### src/rtl/wb_sram_pkg.sv
// Shared definitions for the Wishbone front-end of the sky130 2 KB SRAM macro pair.
package wb_sram_pkg;

  typedef enum logic [1:0] {
    IDLE   = 2'd0,
    ACCESS = 2'd1,
    RDWAIT = 2'd2,
    ACK    = 2'd3
  } state_t;

  localparam int BANK_BIT  = 11;
  localparam int WORD_LSB  = 2;
  localparam int NUM_BANKS = 2;

endpackage

### src/rtl/wb_sram_ctrl.sv
// Wishbone classic slave driving port 0 of two SRAM macros with registered controls;
// absorbs the macro read latency and returns a single-cycle ack.
module wb_sram_ctrl
  import wb_sram_pkg::*;
#(
  parameter logic [31:0] BASE_ADDR = 32'h3000_0000,
  parameter logic [31:0] ADDR_MASK = 32'hFFFF_F000,
  parameter int          ADDR_W    = 9,
  parameter int          DATA_W    = 32,
  parameter int          SEL_W     = 4
) (
  input  logic                 wb_clk_i,
  input  logic                 wb_rst_ni,
  input  logic                 wbs_cyc_i,
  input  logic                 wbs_stb_i,
  input  logic                 wbs_we_i,
  input  logic [SEL_W-1:0]     wbs_sel_i,
  input  logic [31:0]          wbs_adr_i,
  input  logic [DATA_W-1:0]    wbs_dat_i,
  output logic                 wbs_ack_o,
  output logic [DATA_W-1:0]    wbs_dat_o,
  output logic [NUM_BANKS-1:0] ram_csb0_o,
  output logic                 ram_web0_o,
  output logic [SEL_W-1:0]     ram_wmask0_o,
  output logic [ADDR_W-1:0]    ram_addr0_o,
  output logic [DATA_W-1:0]    ram_din0_o,
  input  logic [DATA_W-1:0]    ram_dout0_b0_i,
  input  logic [DATA_W-1:0]    ram_dout0_b1_i
);

  state_t state;
  logic   bank_q;
  logic   we_q;
  logic   hit;

  assign hit = wbs_cyc_i & wbs_stb_i & ((wbs_adr_i & ADDR_MASK) == BASE_ADDR);

  always_ff @(posedge wb_clk_i or negedge wb_rst_ni) begin
    if (!wb_rst_ni) begin
      state        <= IDLE;
      bank_q       <= 1'b0;
      we_q         <= 1'b0;
      ram_csb0_o   <= '1;
      ram_web0_o   <= 1'b1;
      ram_wmask0_o <= '0;
      ram_addr0_o  <= '0;
      ram_din0_o   <= '0;
      wbs_ack_o    <= 1'b0;
      wbs_dat_o    <= '0;
    end else begin
      case (state)
        IDLE: begin
          if (hit) begin
            ram_addr0_o  <= wbs_adr_i[WORD_LSB +: ADDR_W];
            ram_din0_o   <= wbs_dat_i;
            bank_q       <= wbs_adr_i[BANK_BIT];
            we_q         <= wbs_we_i;
            ram_web0_o   <= ~wbs_we_i;
            ram_wmask0_o <= wbs_we_i ? wbs_sel_i : '0;
            ram_csb0_o   <= ~(NUM_BANKS'(1) << wbs_adr_i[BANK_BIT]);
            state        <= ACCESS;
          end
        end
        ACCESS: begin
          // Macro samples its controls on this edge; release them right away.
          ram_csb0_o   <= '1;
          ram_web0_o   <= 1'b1;
          ram_wmask0_o <= '0;
          if (we_q) begin
            wbs_ack_o <= 1'b1;
            state     <= ACK;
          end else begin
            state <= RDWAIT;
          end
        end
        RDWAIT: begin
          wbs_dat_o <= bank_q ? ram_dout0_b1_i : ram_dout0_b0_i;
          wbs_ack_o <= 1'b1;
          state     <= ACK;
        end
        ACK: begin
          wbs_ack_o <= 1'b0;
          state     <= IDLE;
        end
        default: state <= IDLE;
      endcase
    end
  end

endmodule

### config.mk
export PLATFORM = sky130hd
export DESIGN_NAME = wb_sram_ctrl
export DESIGN_NICKNAME = d
export VERILOG_FILES = /design/src/rtl/wb_sram_pkg.sv /design/src/rtl/wb_sram_ctrl.sv
export SDC_FILE = /design/constraint.sdc
export NUM_CORES = 1
export LEC_CHECK = 0
export CAP_MARGIN = 20
export CORE_UTILIZATION = 35
export CTS_CLUSTER_DIAMETER = 60
export DETAILED_ROUTE_END_ITERATION = 6
export GPL_TIMING_DRIVEN = 0
export PLACE_DENSITY = 0.78
export SLEW_MARGIN = 40
export SYNTH_ARGS = -nofsm -noshare
export SYNTH_HDL_FRONTEND = slang
export SYNTH_SLANG_ARGS = --single-unit
### constraint.sdc
create_clock -name wb_clk_i -period 2.3 [get_ports wb_clk_i]
set_input_delay 0.345 -clock wb_clk_i [delete_from_list [all_inputs] [get_ports wb_clk_i]]
set_output_delay 0.345 -clock wb_clk_i [all_outputs]
set_load 0.01 [all_outputs]
==> results <==
- The count of final max-slew check failures came to 0.
- The via count of the first global-routing pass is 3,425.
- The setup path with the least slack is of type input port to register.
- The relative contribution of combinational cells to total power is 35.9%.
- In this run the deepest clock path goes through 2 buffers.
- The count of buffers from port buffering is 215.
- After detailed placement, the total cell area comes to 6211 µm².
- The first global-routing pass estimated 16.79 mm of wire.
- The signal on the critical path passes through clkdlybuf4s50_1 > nor4_1 > nand4_1 > or2_1 > buf_2 > nor2_8 > buf_12 > mux2_4.
- The cell count after synthesis is 293.
- The die covers 11,450 µm².
- Averaged over all synthesized cells, the footprint is 13.17 µm².
- Entering global routing, the biggest net connects 51 pins.
- The setup TNS after final layout is 0 ps.
- 0 antenna diodes ended up in the layout.
- The clock tree root buffer cell is clkbuf_8.
- The netlist area before placement is 3859 µm².
- At the pin with the least slew margin, the transition time is 782.7 ps.
- Detailed routing inserted a total of 3,180 vias.
- The first routing iteration left 90 violations.
- Counting flops with an async set or reset pin after synthesis yields a share of 100.0%.
- Along the worst path, the maximum fanout reaches 10.
- The count of nets left with antenna violations once routing finished came out at 0.
- On the critical path, the stage with the largest delay is an instance of clkdlybuf4s50_1.
- The via density per instance is 4.804.
- The startpoint of the worst register-to-register path is state[0].
- The width of the chip is 107 µm.
- The number of endpoints with negative hold slack in the final report came to 0.
- After detailed routing, the average wire length per cell comes to 16.00 µm.
- Net switching is 31.73% of the power.
- The clock network burns 24.4% of the power.
- The tightest min-delay check is of the input port to async pin type.
- The standby leakage power is 2.668 nW.
- In the synthesized netlist the dominant register cell turns out to be dfrtp_1.
- The category of the worst setup path launch point is an input port.
- The share of the yosys chip area belonging to registers is 55.22%.
- The core outline area is 10,510 µm².
- During synthesis, Yosys emitted a total of 0 warnings.
- Global routing used 18.97% of the available tracks across all layers.
- At the later pin of the worst-skew pair, clock insertion delay measures 350 ps.
- The worst slew slack as a fraction of its limit is 47.42%.
- The starting density of the core is 36.72%.
- The setup violation total in the final timing report is 0.
- The number of cells on the worst reg-to-reg path is 6.
- The max-capacitance violation count is 0.
- STA classifies the critical path endpoint as a register.
- After legalization and detailed placement, the total HPWL measured 8.063 mm.
- The synthesized design contains 85 register bits.
- For this run, design rule violations remaining after detail routing come to 0.
- The number of different library cells used by synthesis comes to 30.
- Summed over all layers, the global routing overflow is 0.
- The final critical path takes up 93.19% of the cycle.
- The share of layout cells above drive strength 1 is 14.45%.
- The wire length reported by the detailed router is 10.59 mm.
- The flow ran to the end, and the final reports show no timing, DRC or antenna violations.
- After the last flow step, the layout net total stands at 663.
- The power per cell area is 770.2 nW/µm².
- The initial antenna violation count is 0.
- In this design, the stage delay of the slowest critical-path cell is 410 ps.
- The worst hold slack across all endpoints is 436.5 ps.
- The CTS tree is built.
- The endpoint identified for the worst register-to-register timing path is ram_addr0_o[5].
- For the worst setup path, the data required time is 2530 ps.
- Cells fill 61.46% of the core in the end.
- The worst path needs 2143 ps of the cycle, external delays included.
- The length of the first detailed-routing pass in iterations is 4.
- The final RePlAce weighted congestion is 0.8015.
- The fmax is 466.6 MHz.
- Between clock sinks in the finished design, the worst skew comes to 9.985 ps.
- Setup repair after global routing left no endpoint under its margin.
- The switching component of the power is 1.579 mW.
- The count of clock tree sinks is 85.
- Data on the critical path arrives at its endpoint at 2380 ps.
- The cell row count is 37.
- The H-tree was split into 3 levels.
- The final cell area excluding filler cells is 6459 µm².
- After clock tree synthesis, the clock-pin slew on the worst setup and hold paths is 90 ps.
- The clock buffer count from CTS is 9.
- The height of the die is 107 µm.
- In this run, synthesis inferred 0 flip-flops with an integrated enable.
- The maximum vdd ir drop is 0.5126 mV.
- The share of power burned in registers is 39.7%.
- The count of pins on the block boundary is 218.
- For flop-to-flop paths, the worst setup slack is 220 ps.
- Compared with the post-synthesis result, the final layout area differs by 67.38%.
- The synthesized netlist net count is 435.
- The cell-internal power is 3.396 mW.
## per-stage QoR
stage	total power [mW]	setup WS, ps	std cells
detailed placement	3.805	-307.1	645
global route	5.304	37.98	662
floorplan	2.725	359.7	293
global placement	3.740	-2143	644
CTS	5.038	70.16	662
finish	4.975	156.7	662
## Yosys cell counts (2+ instances only)
library cell | n | share of area [%]
a21oi_1 | 36 | 4.7
mux2i_1 | 32 | 8.3
ha_1 | 5 | 1.6
nand2_1 | 6 | 0.58
buf_2 | 3 | 0.39
clkbuf_1 | 10 | 0.97
dfstp_2 | 3 | 2.0
mux2_2 | 3 | 0.88
nor3_1 | 4 | 0.52
nor2_1 | 35 | 3.4
o21ai_0 | 8 | 1.0
mux2_4 | 40 | 16
o2bb2ai_1 | 2 | 0.45
a32oi_1 | 4 | 0.91
inv_1 | 3 | 0.29
dfrtp_1 | 82 | 53
buf_12 | 4 | 2.1
## worst max path at each step
| stage | startpoint | end | slack, ps | depth (start not counted) |
|---|---|---|---|---|
| finish | wbs_adr_i[22] | ram_addr0_o[5] | 160 | 8 |
| global route | wbs_adr_i[14] | ram_din0_o[12] | 40 | 8 |
| CTS | wbs_adr_i[14] | ram_addr0_o[5] | 70 | 8 |
| detailed placement | wbs_adr_i[14] | ram_addr0_o[5] | -310 | 8 |
| global placement | wb_rst_ni | ram_addr0_o[0] | -2140 | 1 |
| floorplan | wbs_adr_i[22] | ram_addr0_o[0] | 360 | 7 |
## kinds of logic (layout without fill, tap and decap cells)
logic type / Yosys count / after routing / share of synthesized area, %
compound gates: 53 / 53 / 7.620
fa+ha+maj: 5 / 5 / 1.621
buf+inv: 20 / 253 / 3.729
flops: 85 / 85 / 55.22
mux: 75 / 75 / 24.74
simple gates: 55 / 55 / 7.069
## cell type report
| cell class | instances | area (µm²) |
|---|---|---|
| timing repair buffer | 218 | 2198 |
| clock inverter | 5 | 82.58 |
| buffer | 16 | 130.1 |
| clock buffer | 11 | 151.4 |
| tap | 136 | 170.2 |
| multi-input combinational | 188 | 1584 |
| sequential | 85 | 2131 |
| fill | 861 | 4050 |
| inverter | 3 | 11.26 |
## power groups by stage
stage          Sequential [mW]  Clock, mW  Combinational [mW]
6_report                  1.98       1.22                1.78
5_1_grt                   2.02       1.32                1.97
4_1_cts                   1.98       1.25                1.81
3_5_place_dp              2.00          0                1.80
3_3_place_gp              1.98          0                1.75
2_1_floorplan             2.12          0               0.605
## timing repair
action,4_1_cts,5_1_grt
setup endpoints to repair,0,40
hold buffers,1,0
buffers inserted,0,1
gates resized for setup,0,0
endpoints found under the hold margin,32,0
## layout by cell type, fill, tap and decap left out, types with 2 or more instances in the layout
master | synthesis | layout
clkbuf_8 | 0 | 11
bufinv_16 | 0 | 2
dfstp_2 | 3 | 3
mux2_4 | 40 | 40
inv_1 | 3 | 3
o21ai_0 | 8 | 8
nor3_1 | 4 | 4
nand2_1 | 6 | 6
o2bb2ai_1 | 2 | 2
a21oi_1 | 36 | 36
dfrtp_1 | 82 | 82
clkinv_4 | 0 | 2
mux2_2 | 3 | 3
buf_12 | 4 | 4
a32oi_1 | 4 | 4
clkbuf_1 | 10 | 8
clkdlybuf4s50_1 | 0 | 214
ha_1 | 5 | 5
mux2i_1 | 32 | 32
nor2_1 | 35 | 35
buf_2 | 3 | 3
## layer usage
metal  global-route usage, %  part of all wire (%)
met2                   33.04                    50
met5                       0                     0
met4                   7.339                   1.5
met3                   4.559                   8.2
met1                   22.50                    40
## worst max-delay path: cells and delay by family
| family | cells | cell delay [ps] |
|---|---|---|
| buf+inv | 3 | 770 |
| mux | 1 | 300 |
| simple gates | 4 | 950 |
## sequential cells by signal, indices dropped and copies added (netlist names)
name	cells
wbs_ack_o	1
wbs_dat_o	32
we_q	1
state	2
ram_csb0_o	2
ram_wmask0_o	4
bank_q	1
ram_addr0_o	9
ram_web0_o	1
ram_din0_o	32
Power figures use the tool's default switching activity.
